[config.mk]
export PLATFORM = sky130hd
export DESIGN_NAME = ex_muldiv
export DESIGN_NICKNAME = d
export VERILOG_FILES = /design/src/rtl/ex_muldiv_pkg.sv /design/src/rtl/ex_muldiv_iter.sv /design/src/rtl/ex_muldiv.sv
export SDC_FILE = /design/constraint.sdc
export NUM_CORES = 1
export LEC_CHECK = 0
export ABC_CLOCK_PERIOD_IN_PS = 6850
export BUFFER_PORTS_ARGS = -buffer_cell sky130_fd_sc_hd__buf_4
export CORE_MARGIN = 1
export CORE_UTILIZATION = 30
export DETAILED_ROUTE_END_ITERATION = 8
export PLACE_DENSITY_LB_ADDON = 0.2
export SYNTH_ARGS = -nofsm -noshare
export SYNTH_HDL_FRONTEND = slang
export SYNTH_SLANG_ARGS = --single-unit
[constraint.sdc]
create_clock -name clk -period 6.85 [get_ports clk]
set_input_delay 1.37 -clock clk [delete_from_list [all_inputs] [get_ports clk]]
set_output_delay 1.37 -clock clk [all_outputs]
set_load 0.05 [all_outputs]
[src/rtl/ex_muldiv_pkg.sv]
// Shared definitions for the iterative RV32M multiply/divide unit:
// funct3 encodings, FSM state type and small op-decode helpers.
package ex_muldiv_pkg;

    localparam int XLEN_DEF = 32;

    localparam logic [2:0] F3_MUL    = 3'b000;
    localparam logic [2:0] F3_MULH   = 3'b001;
    localparam logic [2:0] F3_MULHSU = 3'b010;
    localparam logic [2:0] F3_MULHU  = 3'b011;
    localparam logic [2:0] F3_DIV    = 3'b100;
    localparam logic [2:0] F3_DIVU   = 3'b101;
    localparam logic [2:0] F3_REM    = 3'b110;
    localparam logic [2:0] F3_REMU   = 3'b111;

    typedef enum logic [1:0] {
        ST_IDLE,
        ST_CALC,
        ST_DONE
    } state_t;

    function automatic logic op_is_div(input logic [2:0] f3);
        return (f3 == F3_DIV) || (f3 == F3_DIVU) || (f3 == F3_REM) || (f3 == F3_REMU);
    endfunction

    function automatic logic op_is_rem(input logic [2:0] f3);
        return (f3 == F3_REM) || (f3 == F3_REMU);
    endfunction

    // rs1 is treated as two's complement for these ops
    function automatic logic op_rs1_signed(input logic [2:0] f3);
        return (f3 == F3_MULH) || (f3 == F3_MULHSU) || (f3 == F3_DIV) || (f3 == F3_REM);
    endfunction

    function automatic logic op_rs2_signed(input logic [2:0] f3);
        return (f3 == F3_MULH) || (f3 == F3_DIV) || (f3 == F3_REM);
    endfunction

endpackage

[src/rtl/ex_muldiv_iter.sv]
// Radix-2 iterative core working on operand magnitudes: shift-add multiply
// or restoring divide, one bit per step, exposing the post-step values.
module muldiv_iter #(
    parameter int XLEN = 32
) (
    input  logic            clk,
    input  logic            rst,
    input  logic            clear,
    input  logic            start,
    input  logic            step,
    input  logic            is_div,
    input  logic [XLEN-1:0] a_mag,
    input  logic [XLEN-1:0] b_mag,
    output logic [XLEN-1:0] next_hi,
    output logic [XLEN-1:0] next_lo,
    output logic            last
);

    localparam int CW = (XLEN > 1) ? $clog2(XLEN) : 1;

    logic [XLEN-1:0] hi_q;
    logic [XLEN-1:0] lo_q;
    logic [XLEN-1:0] b_q;
    logic            div_q;
    logic [CW-1:0]   cnt_q;

    logic [XLEN:0]   addend;
    logic [XLEN:0]   sum;
    logic [XLEN:0]   shifted;
    logic [XLEN:0]   diff;

    // Multiply keeps {hi,lo} = {partial product, remaining multiplier bits};
    // divide keeps {hi,lo} = {partial remainder, dividend/quotient bits}.
    always_comb begin
        addend  = lo_q[0] ? {1'b0, b_q} : '0;
        sum     = {1'b0, hi_q} + addend;
        shifted = {hi_q, lo_q[XLEN-1]};
        diff    = shifted - {1'b0, b_q};
        next_hi = '0;
        next_lo = '0;
        if (div_q) begin
            if (!diff[XLEN]) begin
                next_hi = diff[XLEN-1:0];
                next_lo = {lo_q[XLEN-2:0], 1'b1};
            end else begin
                next_hi = shifted[XLEN-1:0];
                next_lo = {lo_q[XLEN-2:0], 1'b0};
            end
        end else begin
            next_hi = sum[XLEN:1];
            next_lo = {sum[0], lo_q[XLEN-1:1]};
        end
        last = (cnt_q == CW'(XLEN - 1));
    end

    always_ff @(posedge clk or posedge rst) begin
        if (rst) begin
            hi_q  <= '0;
            lo_q  <= '0;
            b_q   <= '0;
            div_q <= 1'b0;
            cnt_q <= '0;
        end else if (clear) begin
            cnt_q <= '0;
        end else if (start) begin
            hi_q  <= '0;
            lo_q  <= a_mag;
            b_q   <= b_mag;
            div_q <= is_div;
            cnt_q <= '0;
        end else if (step) begin
            hi_q  <= next_hi;
            lo_q  <= next_lo;
            cnt_q <= last ? '0 : cnt_q + CW'(1);
        end
    end

endmodule

[src/rtl/ex_muldiv.sv]
// RV32M execute-stage multiply/divide unit: handshake FSM, special-case
// shortcuts (divide by zero, signed overflow) and final sign correction.
module ex_muldiv
    import ex_muldiv_pkg::*;
#(
    parameter int XLEN   = XLEN_DEF,
    parameter int REG_AW = 5
) (
    input  logic              clk,
    input  logic              rst,
    input  logic              req_valid,
    output logic              req_ready,
    input  logic [2:0]        funct3,
    input  logic [XLEN-1:0]   reg1_i,
    input  logic [XLEN-1:0]   reg2_i,
    input  logic [REG_AW-1:0] wd_i,
    input  logic              wreg_i,
    input  logic              flush,
    output logic              res_valid,
    input  logic              res_ready,
    output logic [XLEN-1:0]   wdata_o,
    output logic [REG_AW-1:0] wd_o,
    output logic              wreg_o,
    output logic              stall_req
);

    localparam logic [XLEN-1:0] MOST_NEG = {1'b1, {(XLEN-1){1'b0}}};

    state_t state_q;
    state_t state_d;

    logic            accept;
    logic            a_neg;
    logic            b_neg;
    logic [XLEN-1:0] a_mag;
    logic [XLEN-1:0] b_mag;
    logic            div_zero;
    logic            div_ovf;
    logic            special;
    logic [XLEN-1:0] special_res;

    logic [2:0]      op_q;
    logic            a_neg_q;
    logic            b_neg_q;
    logic            wreg_q;

    logic            iter_start;
    logic            iter_step;
    logic [XLEN-1:0] iter_hi;
    logic [XLEN-1:0] iter_lo;
    logic            iter_last;

    logic [2*XLEN-1:0] prod;
    logic [XLEN-1:0]   quot;
    logic [XLEN-1:0]   rem;
    logic [XLEN-1:0]   final_res;

    // Flush takes priority over a new request offered in the same cycle.
    assign req_ready = (state_q == ST_IDLE) && !rst;
    assign accept    = req_valid && req_ready && !flush;
    assign stall_req = (state_q != ST_IDLE) || accept;

    always_comb begin
        a_neg    = op_rs1_signed(funct3) && reg1_i[XLEN-1];
        b_neg    = op_rs2_signed(funct3) && reg2_i[XLEN-1];
        a_mag    = a_neg ? -reg1_i : reg1_i;
        b_mag    = b_neg ? -reg2_i : reg2_i;
        div_zero = op_is_div(funct3) && (reg2_i == '0);
        div_ovf  = (funct3 == F3_DIV || funct3 == F3_REM) &&
                   (reg1_i == MOST_NEG) && (reg2_i == '1);
        special  = div_zero || div_ovf;
        special_res = '0;
        if (div_zero) begin
            special_res = op_is_rem(funct3) ? reg1_i : '1;
        end else if (div_ovf) begin
            special_res = op_is_rem(funct3) ? '0 : reg1_i;
        end
    end

    muldiv_iter #(
        .XLEN (XLEN)
    ) u_iter (
        .clk     (clk),
        .rst     (rst),
        .clear   (flush),
        .start   (iter_start),
        .step    (iter_step),
        .is_div  (op_is_div(funct3)),
        .a_mag   (a_mag),
        .b_mag   (b_mag),
        .next_hi (iter_hi),
        .next_lo (iter_lo),
        .last    (iter_last)
    );

    // Result is built from the values the final iteration is about to
    // commit, so it lands in wdata_o on the same edge CALC ends.
    always_comb begin
        prod = {iter_hi, iter_lo};
        if (a_neg_q ^ b_neg_q) begin
            prod = -prod;
        end
        quot = (a_neg_q ^ b_neg_q) ? -iter_lo : iter_lo;
        rem  = a_neg_q ? -iter_hi : iter_hi;
        final_res = '0;
        if (op_is_div(op_q)) begin
            final_res = op_is_rem(op_q) ? rem : quot;
        end else if (op_q == F3_MUL) begin
            final_res = prod[XLEN-1:0];
        end else begin
            final_res = prod[2*XLEN-1:XLEN];
        end
    end

    always_ff @(posedge clk or posedge rst) begin
        if (rst) begin
            state_q <= ST_IDLE;
        end else begin
            state_q <= state_d;
        end
    end

    always_comb begin
        state_d    = state_q;
        iter_start = 1'b0;
        iter_step  = 1'b0;
        if (flush) begin
            state_d = ST_IDLE;
        end else begin
            unique case (state_q)
                ST_IDLE: begin
                    if (accept) begin
                        state_d    = special ? ST_DONE : ST_CALC;
                        iter_start = !special;
                    end
                end
                ST_CALC: begin
                    iter_step = 1'b1;
                    if (iter_last) begin
                        state_d = ST_DONE;
                    end
                end
                ST_DONE: begin
                    if (res_ready) begin
                        state_d = ST_IDLE;
                    end
                end
                default: state_d = ST_IDLE;
            endcase
        end
    end

    always_ff @(posedge clk or posedge rst) begin
        if (rst) begin
            res_valid <= 1'b0;
            wdata_o   <= '0;
            wd_o      <= '0;
            wreg_o    <= 1'b0;
            op_q      <= F3_MUL;
            a_neg_q   <= 1'b0;
            b_neg_q   <= 1'b0;
            wreg_q    <= 1'b0;
        end else if (flush) begin
            res_valid <= 1'b0;
            wreg_o    <= 1'b0;
        end else if (state_q == ST_IDLE) begin
            if (accept) begin
                op_q    <= funct3;
                a_neg_q <= a_neg;
                b_neg_q <= b_neg;
                wd_o    <= wd_i;
                wreg_q  <= wreg_i;
                if (special) begin
                    wdata_o   <= special_res;
                    res_valid <= 1'b1;
                    wreg_o    <= wreg_i;
                end
            end
        end else if (state_q == ST_CALC) begin
            if (iter_last) begin
                wdata_o   <= final_res;
                res_valid <= 1'b1;
                wreg_o    <= wreg_q;
            end
        end else if (state_q == ST_DONE) begin
            if (res_ready) begin
                res_valid <= 1'b0;
                wreg_o    <= 1'b0;
            end
        end
    end

endmodule

==> results.yml <==
die:
  core-area_um2: 53100
  start_util_pct: 30.6
  die_h_um: 235
  io_pins: 119
  dieWidth_um: 235
  dieArea_um2: 55100
  rows: 84
cells_and_area:
  multiInputGateArea_um2: 11600
  drive_gt1_share_pct: 11.4
  design_area_um2: 18400
  final_cell_count_no_fill: 2938
  register_area_um2: 3730
  antenna_cells: 0
  final_nets: 2393
  area_growth_pct: 13.1
  fillers: 5583
  final_util_pct: 34.6
run_status:
  outcome: "finished, final reports clean"
clock_tree:
  cts_hold_buf: 0
  post_cts_buffers: 0
  cts_resized: 0
  insertion_delay_ps: 510
  numCtsBuffers: 17
  clockRootBuffer: "clkbuf_16"
  cts-htree-levels: 4
  clock-sinks: 149
  cts.path.max_buffers: 2
  path_clk_slew_ps: 60
  cts_tree: "done"
power:
  power_density_nw_per_um2: 401
  combPwrFrac_pct: 67.0
  switchingPower_mw: 3.90
  power_frac_clock_pct: 14.0
  p_int_mw: 3.46
  p_leak_nw: 7.46
  max-vdd-ir-drop_mv: 0.155
  p_seq_share_pct: 18.9
  switching_share_pct: 53.0
placement:
  dp_cells: 2907
  gp_congestion: 0.924
  placed_cell_area_um2: 17800
  pre_cts_slack_ps: 985
  port_buffers: 118
  dpl.hpwl_mm: 50.1
synthesis:
  yosys.cell_types.count: 106
  ys_warn_count: 0
  synth_area_leader_cell: "dfrtp_1"
  yosysTopAreaCellShare_pct: 22.9
  yosysSeqAreaShare_pct: 22.9
  syn_inst: 2176
  ys_top_cells_by_area: "dfrtp_1, a21oi_1, nand2_1, xnor2_1, ha_1"
  avgSynthCellArea_um2: 7.47
  synth_edf_count: 0
  async_flop_share_pct: 100
  syn_area_um2: 16300
  synthFlopType: "dfrtp_1"
  syn-num-nets: 2331
  ys_ff_latch: 149
worst_setup_path:
  worst_setup_path_start_kind: "register"
  critPathArrivalTime_ps: 6210
  crit_path_end_kind: "register"
  required_ps: 7250
  critical_path_class: "reg2reg"
  worstPathMaxFanout: 30
  r2r_cells: 17
drt:
  wl_per_cell_um: 22.0
  routed_wl_mm: 64.6
  drt_iter0_drc: 1480
  drc_errors: 0
  viasPerCell: 5.72
  ant_nets: 0
  first_pass_iters: 6
  vias: 16816
flow_run:
  max_cap_viol_count: 0
timing:
  setup_tns_ps: 0
  fin_crit_ps: 5810
  max_freq_mhz: 172
  fin_worst_skew_ps: 16.0
  hold_viol: 0
  rsz0062_at_grt: "false"
  layout_setup_ws_ps: 1040
  finalCritPeriodShare_pct: 84.8
  slew-limit-headroom_pct: 10.2
  worst_slew_pin_slew_ps: 1350
  maxSlewViolCount: 0
  setup_viol: 0
global_route:
  gr-usage-met1_pct: 31.0
  grt_max_degree: 95
  overflow: 0
  use_met2_pct: 38.0
  grt_pass1_vias: 16174
  top_usage_layer: "met2"
  grt_pass1_wl_mm: 98.3
  antenna_found_initial: 1
  grtUsageTotal_pct: 23.3
  grt_use_met3_pct: 3.50
hold_path:
  hold_path.class: "reg2reg"
  holdPathStages: 2
-- cell usage in the layout, fill, tap and decap left out, types with 51 or more instances in the layout --
master and n:
xnor2_1 110, inv_1 75, ha_1 75, nor3_1 51, nor2_1 207, xor2_1 68, o21ai_0 165, o211ai_1 53
buf_4 165, a21oi_1 226, dfrtp_1 148, nand2_1 275
-- worst max-delay path: stages, from the launching register on --
cell and delay (ps):
dfrtp_1 470, buf_4 270, and2_1 220, ha_1 430
nand2_1 130, o211a_1 250, o21ai_0 700, nor2_1 200
o221a_2 300, xor2_1 190, o22ai_1 140, a311oi_4 410
nor4b_2 500, nand3b_1 380, nor4_1 460, mux2i_1 300
a21oi_1 70, a221oi_1 280
-- layer usage --
metal / routed length (µm) / vias to the layer above
li1: - / 8052
met1: 29300 / 8182
met2: 30200 / 499
met5: 13 / -
met3: 3320 / 81
met4: 1780 / 2
-- final timing paths --
path                                             from                       end  slack, ps
max in group asynchronous                         rst  u_iter.div_q$_DFFE_PP0P_       3670
max                        u_iter.lo_q[0]$_DFFE_PP0P_   wdata_o[24]$_DFFE_PP0P_       1040
min in group asynchronous                         rst        wreg_o$_DFFE_PP0P_        880
min                                wreg_q$_DFFE_PP0P_        wreg_q$_DFFE_PP0P_        480
max reg2reg                u_iter.lo_q[0]$_DFFE_PP0P_   wdata_o[24]$_DFFE_PP0P_       1040
min reg2reg                        wreg_q$_DFFE_PP0P_        wreg_q$_DFFE_PP0P_        480
-- synthesized netlist by cell type (15+ instances only) --
cell type and n:
nor2b_1 21, ha_1 75, nand3_1 39, clkbuf_1 81, dfrtp_1 149, and2_1 44
o211ai_1 53, nor2_1 208, a211oi_1 26, mux2i_1 48, nand2_1 276, a221oi_1 19
xnor2_1 111, nor3_1 52, o31ai_1 33, nand4_1 30, inv_1 76, xor2_1 69
a21o_1 20, and3_1 18, o21ai_0 165, o21a_1 15, nor4_1 16, or3_1 18
nand2b_1 20, a21oi_1 227, a31oi_1 27
-- power groups by stage --
stage | logic (mW) | clock network (mW) | registers [mW]
detailed placement | 4.85 | 0 | 1.40
global route | 5.35 | 1.09 | 1.42
CTS | 4.88 | 1.06 | 1.39
finish | 4.94 | 1.03 | 1.39
global placement | 4.85 | 0 | 1.40
floorplan | 3.55 | 0 | 1.29
-- flip-flops by register name, summed over array words and instances, names as in the netlist --
| signal | cells |
|---|---|
| a_neg_q | 1 |
| b_neg_q | 1 |
| op_q | 3 |
| res_valid | 1 |
| state_q | 2 |
| u_iter.b_q | 32 |
| u_iter.cnt_q | 5 |
| u_iter.div_q | 1 |
| u_iter.hi_q | 32 |
| u_iter.lo_q | 32 |
| wd_o | 5 |
| wdata_o | 32 |
| wreg_o | 1 |
| wreg_q | 1 |
-- cell type report --
class,instances,share of cell area (%)
multi-input combinational,1826,63.2
sequential,149,20.3
timing repair buffer,166,6.85
tap,688,4.68
clock buffer,23,2.65
inverter,78,1.61
clock inverter,8,0.667
-- kinds of logic after synthesis --
kind of cell    share of synthesized area (%)
compound gates                           28.6
xor+xnor                                 9.70
fa+ha+maj                                6.02
buf+inv                                  5.97
flops                                    22.9
mux                                      3.58
simple gates                             23.2
-- stage by stage --
stage | power (mW) | hold WS [ps]
3_3_place_gp | 6.25 | 459
4_1_cts | 7.33 | 487
6_report | 7.37 | 481
2_1_floorplan | 4.85 | 446
3_5_place_dp | 6.26 | 468
5_1_grt | 7.86 | 502
(Power assumes the default switching activity.)
